--- config.mk ---
export PLATFORM = sky130hd
export DESIGN_NAME = line_render_scheduler
export DESIGN_NICKNAME = d
export VERILOG_FILES = /design/src/rtl/video_pkg.sv /design/src/rtl/render_req_pick.sv /design/src/rtl/line_render_scheduler.sv
export SDC_FILE = /design/constraint.sdc
export NUM_CORES = 1
export LEC_CHECK = 0
export ABC_AREA = 1
export CAP_MARGIN = 20
export CORE_UTILIZATION = 52
export CTS_CLUSTER_DIAMETER = 40
export DETAILED_ROUTE_END_ITERATION = 12
export MAX_ROUTING_LAYER = met4
export PLACE_DENSITY_LB_ADDON = 0.08
export SYNTH_ARGS = -nofsm -noshare
export SYNTH_HDL_FRONTEND = slang
export SYNTH_HIERARCHICAL = 1
export SYNTH_SLANG_ARGS = --single-unit
--- constraint.sdc ---
create_clock -name clk -period 2.25 [get_ports clk]
set_input_delay 0.45 -clock clk [delete_from_list [all_inputs] [get_ports clk]]
set_output_delay 0.45 -clock clk [all_outputs]
set_load 0.02 [all_outputs]
--- src/rtl/video_pkg.sv ---
// Shared encodings for the line render scheduler: FSM states, renderer indices, budget width.
package video_pkg;

  localparam int NUM_REQ  = 3;
  localparam int IDX_W    = 2;
  localparam int BUDGET_W = 11;

  localparam logic [1:0] ST_IDLE  = 2'd0;
  localparam logic [1:0] ST_ISSUE = 2'd1;
  localparam logic [1:0] ST_WAIT  = 2'd2;

  typedef logic [IDX_W-1:0] req_idx_t;

  localparam req_idx_t REQ_L0  = 2'd0;
  localparam req_idx_t REQ_L1  = 2'd1;
  localparam req_idx_t REQ_SPR = 2'd2;

endpackage

--- src/rtl/render_req_pick.sv ---
// Combinational pick of the lowest enabled renderer index at or above base.
// Zero latency; no handshake, vld=0 when nothing qualifies.
module render_req_pick
  import video_pkg::*;
(
  input  logic [NUM_REQ-1:0] en,
  input  req_idx_t           base,
  output req_idx_t           idx,
  output logic               vld
);

  // Scan high to low so the lowest qualifying index is the last one written.
  always_comb begin
    idx = '0;
    vld = 1'b0;
    for (int i = NUM_REQ - 1; i >= 0; i--) begin
      if (en[i] && (i >= int'(base))) begin
        idx = req_idx_t'(i);
        vld = 1'b1;
      end
    end
  end

endmodule

--- src/rtl/line_render_scheduler.sv ---
// Per-line renderer sequencer: start at LS+1, next start at done+1, line_done at last done+1.
// Renderers are never stalled; overruns (budget or late line) are aborted and flagged sticky.
module line_render_scheduler
  import video_pkg::*;
#(
  parameter int V_LINES     = 480,
  parameter int LINE_BUDGET = 1550
) (
  input  logic               clk,
  input  logic               rst_n,
  input  logic               next_frame,
  input  logic               next_line,
  input  logic [8:0]         display_line_idx,
  input  logic [NUM_REQ-1:0] layer_en,
  input  logic [NUM_REQ-1:0] render_done,
  output logic [NUM_REQ-1:0] render_start,
  output logic               render_abort,
  output logic [8:0]         render_line,
  output logic               lb_wr_sel,
  output logic               line_done,
  output logic               overrun,
  input  logic               overrun_clr
);

  // Counter is 0 in the first cycle after LS, so this value is hit at LS+LINE_BUDGET-1.
  localparam logic [BUDGET_W-1:0] ABORT_CNT = BUDGET_W'(LINE_BUDGET - 2);
  localparam logic [8:0]          LAST_LINE = 9'(V_LINES - 1);

  logic [1:0]          state_q, state_d;
  req_idx_t            cur_q, cur_d;
  req_idx_t            pick_base, pick_idx;
  logic                pick_vld;
  logic [NUM_REQ-1:0]  en_q, pick_en;
  logic [BUDGET_W-1:0] cnt_q;
  logic                ls, busy, done_cur, budget_hit, line_done_d;

  assign ls         = next_line | next_frame;
  assign busy       = (state_q != ST_IDLE);
  assign done_cur   = (state_q == ST_WAIT) && render_done[cur_q];
  assign budget_hit = busy && (cnt_q == ABORT_CNT);

  // At LS the fresh enables are not yet latched, so pick from the live inputs.
  assign pick_en   = ls ? layer_en : en_q;
  assign pick_base = ls ? req_idx_t'(0) : cur_q + req_idx_t'(1);

  render_req_pick u_pick (
    .en   (pick_en),
    .base (pick_base),
    .idx  (pick_idx),
    .vld  (pick_vld)
  );

  always_comb begin
    state_d      = state_q;
    cur_d        = cur_q;
    render_abort = 1'b0;
    line_done_d  = 1'b0;
    if (ls) begin
      render_abort = busy;
      if (pick_vld) begin
        state_d = ST_ISSUE;
        cur_d   = pick_idx;
      end else begin
        state_d     = ST_IDLE;
        line_done_d = 1'b1;
      end
    end else if (done_cur && !pick_vld) begin
      state_d     = ST_IDLE;
      line_done_d = 1'b1;
    end else if (budget_hit) begin
      state_d      = ST_IDLE;
      render_abort = 1'b1;
    end else if (done_cur) begin
      state_d = ST_ISSUE;
      cur_d   = pick_idx;
    end else if (state_q == ST_ISSUE) begin
      state_d = ST_WAIT;
    end
  end

  always_comb begin
    render_start = '0;
    if (state_q == ST_ISSUE) render_start[cur_q] = 1'b1;
  end

  always_ff @(posedge clk or negedge rst_n) begin
    if (!rst_n) begin
      state_q     <= ST_IDLE;
      cur_q       <= '0;
      en_q        <= '0;
      cnt_q       <= '0;
      render_line <= '0;
      lb_wr_sel   <= 1'b0;
      line_done   <= 1'b0;
      overrun     <= 1'b0;
    end else begin
      state_q   <= state_d;
      cur_q     <= cur_d;
      line_done <= line_done_d;
      if (ls) begin
        en_q      <= layer_en;
        lb_wr_sel <= ~lb_wr_sel;
        cnt_q     <= '0;
        if (next_frame || (display_line_idx == LAST_LINE)) render_line <= '0;
        else                                               render_line <= display_line_idx + 9'd1;
      end else if (busy && (cnt_q != '1)) begin
        cnt_q <= cnt_q + BUDGET_W'(1);
      end
      if (render_abort)     overrun <= 1'b1;
      else if (overrun_clr) overrun <= 1'b0;
    end
  end

endmodule

Yosys cells after proc, flatten, opt, wreduce, memory -nomap -nowiden. Index checks and enable logic that the tools add are counted.

Register bits after elaboration: 30. Input port bits: 20. Output and inout bits: 16. Bits in read-only memories: 0. Word-level logic and storage cells: 77. Memories: 0. Latch bits: 0. Memory bits (writable): 0.

Multiplexer cells: 35. Shifts and indexed selects: 0. $mul: 0. Add/subtract/negate cells: 3. Bitwise logic cells: 2. Equal/unequal tests: 8. Div/mod/pow operators: 0. $lt $le $gt $ge: 5. Reductions and logical operators: 16.

Operators with widths (number): two-way mux 2 bit (14); two-way mux 11 bit (2); two-way mux 1 bit (14); adder 11 x 1 -> 11 bit (second input constant) (1); == test 11 bit (second input constant) (1); != test 11 bit (second input constant) (1); adder 9 x 1 -> 9 bit (second input constant) (1); == test 9 bit (second input constant) (1); two-way mux 9 bit (1); logical AND 1 bit (8); nonzero test 2 bit (4); two-way mux 3 bit (2); != test 2 bit (second input constant) (3); nonzero test 5 bit (1); greater-or-equal comparator 1 x 2 -> 1 bit (first input constant) (2); AND reduction 4 bit (1); less-than comparator 2 x 3 -> 1 bit (second input constant) (1); adder 2 x 1 -> 2 bit (second input constant) (1); binary-select mux 1 bit (select 2 bit) (1); demux 1 bit (select 2 bit) (1); == test 2 x 1 -> 1 bit (second input constant) (1); == test 2 bit (second input constant) (1); greater-or-equal comparator 2 x 1 -> 1 bit (second input constant) (1); greater-or-equal comparator 2 bit (first input constant) (1); other kinds (4) (4).

Depth between registers and ports, before layout. Gate-level depths: netlist of run 1.

Depth after elaboration: 12. Mapped depth: 12. Mapped depth without buffers: 11.

By module. Netlist of run 1, hierarchy kept.

By module, submodules not included: line_render_scheduler (area each 1781.7 um^2, seq. area each 750.7 um^2, cells an instance 244, instances 1); render_req_pick (area each 70.1 um^2, seq. area each 0.0 um^2, cells an instance 14, instances 1).

Least setup slack after synthesis of run 1. No wires, ideal clock.

Kind: input to output. Start point: in next_line. End point: out render_abort. Required time: 1.800 ns. Slack: 0.109 ns. Buffers on the path: 2. Arrival: 1.691 ns. Stages: 11. Cell sequence: nor2_1 buf_4 buf_2 nand2_1 nand2_1 inv_1 nor2_1 nand2_1 nand3_1 o21ai_0 nand2_1.

Elaborated cells between the ends (all ways): 16. Classes of those cells: 3 x order compare; 7 x mux; 1 x bitwise; 5 x reduce/logical.

RTL lines: from (decl) (RTL line line_render_scheduler.sv:12) `input logic next_line,`; bitwise OR 1 bit (RTL line line_render_scheduler.sv:37) `assign ls = next_line | next_frame;`; two-way mux 3 bit; via pick_en[0] (RTL line line_render_scheduler.sv:33) `logic [NUM_REQ-1:0] en_q, pick_en;`; logical AND 1 bit (RTL line render_req_pick.sv:17) `if (en[i] && (i >= int'(base))) begin`; two-way mux 1 bit (RTL line render_req_pick.sv:17); via pick_vld (RTL line line_render_scheduler.sv:32) `logic pick_vld;`; logical NOT 1 bit (RTL line line_render_scheduler.sv:67) `end else if (done_cur && !pick_vld) begin`; logical AND 1 bit (RTL line line_render_scheduler.sv:67); two-way mux 1 bit (RTL line line_render_scheduler.sv:67); two-way mux 1 bit (RTL line line_render_scheduler.sv:58) `if (ls) begin`; to (decl) (RTL line line_render_scheduler.sv:17) `output logic render_abort,`.

The timed path passes the listed nets, and every way through them passes these cells.

Worst setup path in the final report of run 1.
Start point: reg cur_q[1]. End point: out render_abort.

Cells in the longest elaborated chain, start to end: 11. Elaborated cells between the ends (all ways): 18. Classes of those cells: 1 x add/sub; 3 x order compare; 8 x mux; 6 x reduce/logical.

Ends and longest elaborated chain: from (decl) (RTL line line_render_scheduler.sv:30) `req_idx_t cur_q, cur_d;`; from (signal assigned) (RTL line line_render_scheduler.sv:98) `cur_q <= cur_d;`; adder 2 x 1 -> 2 bit * (RTL line line_render_scheduler.sv:44) `assign pick_base = ls ? req_idx_t'(0) : cur_q + req_idx_t'(1);`; two-way mux 2 bit * (RTL line line_render_scheduler.sv:44); via pick_base[1] (RTL line line_render_scheduler.sv:31) `req_idx_t pick_base, pick_idx;`; greater-or-equal comparator 2 bit (RTL line render_req_pick.sv:17); logical AND 1 bit (RTL line render_req_pick.sv:17); two-way mux 1 bit (2 in series) (RTL line render_req_pick.sv:17); two-way mux 1 bit * (RTL line render_req_pick.sv:17); via pick_vld (RTL line line_render_scheduler.sv:32); logical NOT 1 bit * (RTL line line_render_scheduler.sv:67); logical AND 1 bit * (RTL line line_render_scheduler.sv:67); two-way mux 1 bit * (RTL line line_render_scheduler.sv:67); two-way mux 1 bit * (RTL line line_render_scheduler.sv:58).

Mark *: on every way through the listed nets, which the timed path passes. The rest lies on a longest branch. The select of a mux whose other input is x is not followed.

==> results of run 1 <==
==> through the flow <==
stage               cell area (um^2)  setup TNS, ns  worst slack [ns]  hold WS (ns)
floorplan                       1852              0            0.1089        0.1544
global placement                2440        -0.7058           -0.7058        0.4626
detailed placement              2440        -0.9028           -0.8179        0.4646
CTS                             2536              0          0.002994        0.4875
global route                    2565        -0.1352           -0.1352        0.5094
finish                          2565       -0.03804          -0.03804        0.4839
==> path summary, 6_finish.rpt <==
kind,to,slack (ns)
worst max-delay path,render_abort,-0.04
worst min-delay path,render_line[1],0.48
worst max register to register,cnt_q[9],0.61
worst min register to register,render_line[1],0.48
max in group asynchronous,render_line[6],1.47
min in group asynchronous,cnt_q[6],0.50
==> power breakdown <==
group	internal, mW	leakage (nW)	total [mW]	switching (mW)
logic	0.207	0.835	0.445	0.238
clock network	0.121	0.0312	0.328	0.206
registers	0.581	0.394	0.607	0.0258
==> flip-flops by register name (all words and copies together), names as in the netlist <==
signal / cells
cnt_q: 11
cur_q: 2
en_q: 3
lb_wr_sel: 1
line_done: 1
overrun: 1
render_line: 9
state_q: 2
==> Yosys cell counts (all sizes together) <==
| master | instances |
|---|---|
| nor2 | 32 |
| inv | 36 |
| nand4 | 10 |
| nand3 | 27 |
| buf | 3 |
| xor2 | 2 |
| o21ai | 24 |
| o21bai | 1 |
| clkinv | 2 |
| xnor2 | 1 |
| ha | 6 |
| nor3 | 3 |
| nand2 | 77 |
| a21oi | 4 |
| dfrtp | 30 |
==> final cells by class <==
cell class,count,area share (%)
multi-input cells,187,38.63
flip-flops and latches,30,29.27
repair buffers,62,21.71
inverters,38,5.854
well taps,46,2.244
clock buffers,5,1.463
clock inverters,3,0.8293
==> placed cells by master, fill, tap and decap left out, types with 2 or more instances in the layout <==
master           instances
nand3_1                 24
nor2_4                   3
dlygate4sd2_1            2
nand2_1                 71
buf_4                   27
nand2_4                  3
inv_1                   33
nand2_2                  3
xor2_1                   2
dfrtp_1                 30
dlymetal6s2s_1           2
nand4_1                 10
nor3_1                   2
nand3_2                  3
nor2_1                  25
clkinv_4                 2
nor2_2                   4
clkbuf_4                 5
ha_1                     5
clkdlybuf4s50_1         30
inv_2                    3
a21oi_1                  4
o21ai_1                  5
o21ai_0                 14
o21ai_2                  5
==> worst min-delay path: stages, from the launching register on <==
cell	delay [ns]
dfrtp_1	0.35
nand2_1	0.05
nand2_1	0.05
==> routing by layer <==
metal / vias up / wire length, um
li1: 954 / -
met1: 837 / 1926
met2: 51 / 2221
met3: 12 / 164
met4: 0 / 111
met5: - / 0
==> what timing repair did <==
action,4_1_cts,5_1_grt
endpoints found under the setup margin,1,3
pin swaps,7,5
gates resized for setup,18,8
gates cloned,0,0
setup buffers,1,0
==> kinds of logic after synthesis <==
| logic type | Yosys count | share of synthesized area (%) |
|---|---|---|
| AOI/OAI and AO/OA | 29 | 8.783 |
| xor gates and xnor gates | 3 | 1.419 |
| adders and majority gates | 6 | 4.054 |
| buffers and inverters | 41 | 8.919 |
| DFF | 30 | 40.54 |
| and+or+nand+nor | 149 | 36.28 |
==> impl_metrics.toml, run 1 <==
[status]
status = "finished, violations left"
failed_checks = "setup timing"

[placement]
gp_congestion = 0.8574
hpwl_mm = 3.179
io_buffers = 35
placed_cells = 362

[route]
route.detailed.drc = 0
route.vias.total = 1854
ant_nets = 0
drt_iter0_markers = 69
finalWirelength_mm = 4.424
vias_per_cell = 4.997
dr.pass1.iters = 4
routedWlPerCell_um = 11.92

[power]
power.density_nw_per_um2 = 537.6
ir_worst_vdd_v = 0.0004066
p_leak_nw = 1.260
power_mw = 1.379

[global_route]
grt_overflow_total = 0
gr-usage-met3_pct = 5.042
grt.met2_usage_pct = 42.40
grt_usage_pct = 26.57
grtUsageMet1_pct = 32.01
grt_pass1_wl_mm = 7.086
antenna_found_initial = 0
top_usage_layer = "met2"
grt_max_degree = 31
grt_pass1_vias = 1720

[die]
die_y_um = 61.68
io_pins = 36
num_rows = 21
initial_core_util_pct = 55.06
dieWidth_um = 61.68
coreArea_um2 = 3363
dieArea_um2 = 3804

[worst_setup_path]
crit_type = "flop to primary output"
arrival_ns = 1.84
critical_path_buf_inv_count = 3
cp.required_ns = 1.80
cp_slowest_cell = "dfrtp_1"
worstPathMaxFanout = 3
critPathMaxStageDelay_ns = 0.36
crit_start = "cur_q[1]"
path_cells = "inv_1 > ha_4 > inv_2 > nor2_4 > nand2_2 > nand2_2 > nand3_2 > o21ai_2 > nand2_1 > buf_6"
r2r-start = "cnt_q[1]"
cp_num_cells = 10
critPathTopFamily = "simple AND/OR/NAND/NOR gates"
worstRegToRegCells = 10
cp-start-kind = "flop"
cp_common_cell = "nand2_2"
end_kind = "primary output"

[clocking]
cts_root_buffer = "clkbuf_4"
clkLatencyLatePin_ns = 0.33
postCtsHoldBufs = 0
cts_tree = "yes"
cts.htree.levels = 2
cts_buffer_depth = 2
path_clk_slew_ns = 0.10
cts.sinks = 30
cts_buffers = 5

[logic_synthesis]
synth_top_area_cell = "dfrtp_1"
ys_ff_latch = 30
yosysTopAreaCellShare_pct = 40.54
syn_area_um2 = 1852
synthTopCellsByArea = "dfrtp_1 (41%), nand2_1 (15%), inv_1 (7.1%), nand3_1 (6.8%), nor2_1 (5.7%)"
ys_seq_area_share_pct = 40.54
ys_warn_count = 6
synth.distinct_cells = 25
syn_avg_cell_area_um2 = 7.177
synthCells = 258
synthesis.nets = 284

[job]
drv_cap = 0

[timing]
hold_viol_final = 0
fin_ws_ns = -0.03804
slew_headroom_pct = 74.90
slew_viol_final = 0
maxClockFrequency_mhz = 437.1
setup_viol = 1
period_share_pct = 101.7
tightest_slew_ns = 0.3765
rsz0062_at_grt = "yes"
period_needed_ns = 2.288
clock_skew_ns = 0.008736

[final_layout]
drive_gt1_share_pct = 19.69
nNetsFinal = 350
fillers = 285
final_util_pct = 76.26
area_growth_syn_to_layout_pct = 38.51
register_area_um2 = 750.7
finalNonFillerCells = 371
diodes = 0
multi_input_area_um2 = 991.0

[worst_hold_path]
hp-start = "render_line[1]"
hold_depth = 2
hp-class = "flop to flop"
No activity file was read; power rests on OpenSTA's default activity.
==> run 2: changes to the inputs <==
SKIP_CTS_REPAIR_TIMING = 1   (was not set)
SLEW_MARGIN = 30   (was not set)
==> impl_metrics.toml, run 2 (synthesized netlist as in run 1, its figures left out) <==
[global_route]
grt_overflow_total = 0
grt_max_degree = 31
antenna_found_initial = 0
grt_pass1_wl_mm = 6.975
grt_pass1_vias = 1706
grt_usage_pct = 26.11

[placement]
io_buffers = 35
hpwl_mm = 3.179
pre_cts_slack_ns = -0.8179
post_dp_cell_area_um2 = 2440
gp_congestion = 0.8574

[route]
route.vias.total = 1865
vias_per_cell = 5.027
ant_nets = 0
route.detailed.drc = 0
drt_iter0_markers = 51
dr.pass1.iters = 4
finalWirelength_mm = 4.311
routedWlPerCell_um = 11.62

[worst_hold_path]
hp-class = "flop to flop"
hp-start = "render_line[1]"
min_to = "render_line[1]"
hold_depth = 2

[clocking]
cts_root_buffer = "clkbuf_4"
clkLatencyLatePin_ns = 0.34
cts_tree = "yes"
cts.sinks = 30
cts_buffers = 5
cts.htree.levels = 2
path_clk_slew_ns = 0.10
cts_buffer_depth = 2

[die]
initial_core_util_pct = 55.06
die_y_um = 61.68
dieArea_um2 = 3804
num_rows = 21
dieWidth_um = 61.68
io_pins = 36
coreArea_um2 = 3363

[worst_setup_path]
r2r-start = "cnt_q[1]"
critical_path_buf_inv_count = 3
cp_slowest_cell = "dfrtp_1"
cp_num_cells = 10
critPathMaxStageDelay_ns = 0.37
worstRegToRegCells = 10
worstPathMaxFanout = 3
r2r-end = "cnt_q[9]"
crit_type = "flop to primary output"
rrSetupSlack_ns = 0.59
cp.required_ns = 1.80
arrival_ns = 1.79
path_cells = "inv_1 > ha_1 > inv_1 > nor2_4 > nand2_2 > nand2_1 > nand3_2 > o21ai_2 > nand2_1 > buf_2"
cp-start-kind = "flop"
critPathTopFamily = "simple AND/OR/NAND/NOR gates"
end_kind = "primary output"

[power]
ir_worst_vdd_v = 0.0004069
power.density_nw_per_um2 = 533.5
clock_power_share_pct = 23.9
p_seq_share_pct = 44.6
p_leak_nw = 1.271
switching_share_pct = 33.64
p_int_uw = 901.4
pwr-share-comb_pct = 31.4
power_mw = 1.358
switchingPower_uw = 457.0

[timing]
slew_headroom_pct = 75.32
slew_viol_final = 0
period_share_pct = 99.42
tightest_slew_ns = 0.3703
rsz0062_at_grt = "yes"
clock_skew_ns = 0.01002
period_needed_ns = 2.237
maxClockFrequency_mhz = 447.0
fin_ws_ns = 0.01299
setup_viol = 0
hold_viol_final = 0

[final_layout]
nNetsFinal = 350
area_growth_syn_to_layout_pct = 37.50
largest_reg_flops = 11
postLayoutCellArea_um2 = 2546
diodes = 0
largest-register = "cnt_q"
largestRegisters = "cnt_q (11), render_line (9), en_q (3)"
fillers = 291
drive_gt1_share_pct = 18.46
final_cell_mix = "nand2_1 (72), inv_1 (35), dfrtp_1 (30), clkdlybuf4s50_1 (30), buf_4 (26)"
layout_commonest_cell = "nand2_1"

[status]
status = "completed"

[job]
drv_cap = 0
run 2: how the worst max path moves through the flow:
stage,slack [ns],startpoint,end
finish,0.01,cur_q[0],render_abort
global route,-0.11,cur_q[0],render_abort
CTS,-0.82,next_line,render_abort
detailed placement,-0.82,next_line,render_abort
global placement,-0.71,next_line,render_abort
floorplan,0.11,next_line,render_abort
run 2: through the flow:
step                      cells  TNS, ns  utilization [%]  hold slack, ns
after floorplan             258        0                -          0.1544
after global placement      362  -0.7058            72.54          0.4626
after detailed placement    362  -0.9028            72.54          0.4646
after CTS                   370  -0.8228            74.29          0.4875
after global routing        371  -0.1136            75.71          0.5094
final                       371        0            75.71          0.4838
run 2: layout make-up:
class	count	area [um^2]	area share [%]
Clock buffer	5	37.54	1.474
Timing Repair Buffer	62	561.8	22.06
Inverter	38	147.6	5.799
Sequential cell	30	750.7	29.48
Tap cell	46	57.56	2.260
Clock inverter	3	21.27	0.8354
Multi-Input combinational cell	187	969.7	38.08
run 2: power groups by stage:
stage	clock [mW]	combinational, mW	sequential [mW]
6_report	0.325	0.427	0.606
5_1_grt	0.350	0.473	0.611
4_1_cts	0.332	0.416	0.605
3_5_place_dp	0	0.414	0.615
3_3_place_gp	0	0.408	0.614
2_1_floorplan	0	0.168	0.648
run 2: worst reg2reg max path, stage by stage, from the launching register on:
cell	delay, ns
dfrtp_1	0.37
buf_4	0.11
ha_1	0.24
inv_1	0.07
nor2_2	0.22
nand3_2	0.14
nand2_4	0.11
nand2_4	0.10
clkinv_4	0.11
nand2_1	0.06
o21ai_2	0.05
run 2: metal layers:
metal / wire length [um] / up-vias / GRT usage (%)
met5: 0 / - / -
met1: 1916 / 845 / 31.88
met2: 2114 / 50 / 41.01
met3: 149 / 13 / 5.042
met4: 131 / 0 / 13.33
li1: - / 957 / -
==> edit (config.mk and constraints of run 1) <==
Register the output `overrun` once more, without a reset; this adds one clock of latency there. The other outputs are not delayed to match.
--- a/src/rtl/line_render_scheduler.sv
+++ b/src/rtl/line_render_scheduler.sv
@@ -25,6 +25,8 @@
   // Counter is 0 in the first cycle after LS, so this value is hit at LS+LINE_BUDGET-1.
   localparam logic [BUDGET_W-1:0] ABORT_CNT = BUDGET_W'(LINE_BUDGET - 2);
   localparam logic [8:0]          LAST_LINE = 9'(V_LINES - 1);
+
+  logic overrun_s0;
 
   logic [1:0]          state_q, state_d;
   req_idx_t            cur_q, cur_d;
@@ -92,7 +94,7 @@
       render_line <= '0;
       lb_wr_sel   <= 1'b0;
       line_done   <= 1'b0;
-      overrun     <= 1'b0;
+      overrun_s0  <= 1'b0;
     end else begin
       state_q   <= state_d;
       cur_q     <= cur_d;
@@ -106,9 +108,13 @@
       end else if (busy && (cnt_q != '1)) begin
         cnt_q <= cnt_q + BUDGET_W'(1);
       end
-      if (render_abort)     overrun <= 1'b1;
-      else if (overrun_clr) overrun <= 1'b0;
+      if (render_abort)     overrun_s0 <= 1'b1;
+      else if (overrun_clr) overrun_s0 <= 1'b0;
     end
+  end
+
+  always_ff @(posedge clk) begin
+    overrun <= overrun_s0;
   end
 
 endmodule
Check against the original RTL: not equivalent (a bounded check fails within 4 cycles, from zero or initial values and one cycle with rst_n low).
==> edit against run 1 <==
The run still ends with negative setup slack left. Worst setup slack improved by 34 ps. Via count decreased by 0.27%. Sequential cell count increased by 1. Total power increased by 4.9%. Design area increased by 0.54%. Combinational power decreased by 3%. Routed wire length decreased by 5.1%. Count of clock-buffer cells in the layout increased by 3. Sequential power increased by 3%. Synthesized area increased by 1.1%. Critical path type unchanged. Critical endpoint unchanged. Largest cell class unchanged. Highest routed layer unchanged.
==> edit: results (changes against run 1) <==
- Run status: complete, but fails checks (unchanged).
* Violated checks: negative setup slack (unchanged)
* Cell-internal power: 985 uW (was 909 uW)
- Area of all sequential standard cells: 771 um^2 (was 751 um^2)
- The proportion of cell area occupied by multi-input gates was 0.387 (was 0.386).
- The via count of the first global-routing pass came to 1676 (was 1720).
- The post-cts resize count was 17 (was 18).
* Buffer count from post-CTS setup fixing: 0 (was 1)
* TNS Setup: -4.11 ps (was -38.0 ps)
- The final worst clock skew was 1.92 ps (was 8.74 ps).
- The delay of the slowest critical-path stage came to 380 ps (was 360 ps).
- The area taken by multi-input logic gates was 997 um^2 (was 991 um^2).
- The worst supply voltage drop on vdd came to 376 uV (was 407 uV).
* Non-clock buffers, area share: 0.207 (was 0.217)
- The layout sequential cell count came to 31 (was 30).
- The sum of routed wire length over all layers is 4200 um (was 4420 um).
* Fin worst setup slack: -4.11 ps (was -38.0 ps)
- The cell area after placement is 2440 um^2 (about the same).
* Transition time at the pin with the least slew margin: 383 ps (was 377 ps)
* Worst Setup Slack post-DPL: -758 ps (was -818 ps)
- Synth Area in Adders: 0.0401 (was 0.0405)
* Static leakage: 1.26 nW (about the same)
- The via count of the routed design was 1849 (was 1854).
- Hold worst-path end: overrun (was render_line[1])
* Hold path startpoint: overrun_s0 (was render_line[1])
- Syn nets: 285 (was 284)
* Clk tree area frac: 0.0267 (was 0.0229)
- Total global routing track utilization: 0.262 (was 0.266)
* Cell variety after synth: 26 (was 25)
* Share of the synthesized area in the top cell type: 0.401 (was 0.405)
- The later pin in the worst-skew pair is clocked with a latency of 340 ps.
* Share of flip-flops with an asynchronous set or reset after synthesis: 0.968 (was 1.00)
- The cell count after placement is 360 (was 362).
- The proportion of synthesized chip area in sequential cells was 0.412 (was 0.405).
* Share of the synthesized area in compound gates (AO/OA/AOI/OAI): 0.0869 (was 0.0878)
- Synthesized-area fraction occupied by xor and xnor cells: 0.0140 (was 0.0142)
- The count of routing violations after the opening detailed-route iteration is 76 (was 69).
- The summed instance area of the synthesized netlist came to 1870 um^2 (was 1850 um^2).
- The wire length of the first global-routing pass is 7070 um (was 7090 um).
- Clock buffers: 8 (was 5)
* Arrival time reported for the critical path endpoint: 1800 ps (was 1840 ps)
- The average detailed-routed wire length per instance is 11.4 um (was 11.9 um).
* Final-report setup violation count: 1 (unchanged)
- The count of non-CTS buffers in the layout is 59 (was 62).
* Post-detail-place hpwl: 3100 um (was 3180 um)
* Share of cells above drive strength 1: 0.192 (was 0.197)
* Final estimated routing congestion in global placement: 0.834 (was 0.857)
- The number of inserted filler cells in the final layout is 247 (was 285).
* Ranking of synthesized cells by area: sky130_fd_sc_hd__dfrtp_1 (40%), sky130_fd_sc_hd__nand2_1 (15%), sky130_fd_sc_hd__inv_1 (7.0%) (was sky130_fd_sc_hd__dfrtp_1 (41%), sky130_fd_sc_hd__nand2_1 (15%), sky130_fd_sc_hd__inv_1 (7.1%))
-- edit: changes by cell type after synthesis, sizes merged --
cell,before,now
dfxtp,0,1
-- edit: worst max-delay path, delay by kind of cell, from the launching register on --
family / cells / cell delay [ps]
AOI/OAI and AO/OA: 1 / 150
adders and majority gates: 1 / 250
buffers and inverters: 3 / 230
DFF: 1 / 380
and+or+nand+nor: 5 / 440
-- edit: power by group through the flow --
stage	combinational, mW	sequential (mW)	clock (mW)
2_1_floorplan	0.168	0.670	0
3_3_place_gp	0.399	0.635	0
3_5_place_dp	0.404	0.637	0
4_1_cts	0.417	0.627	0.393
5_1_grt	0.483	0.634	0.416
6_report	0.433	0.627	0.387
-- edit: routing by layer --
layer	routed length, um	vias to the layer above	track usage
li1	-	956	-
met1	1880	830	0.321
met2	2030	55	0.404
met3	213	8	0.0683
met4	80	0	0.121
met5	0	-	-
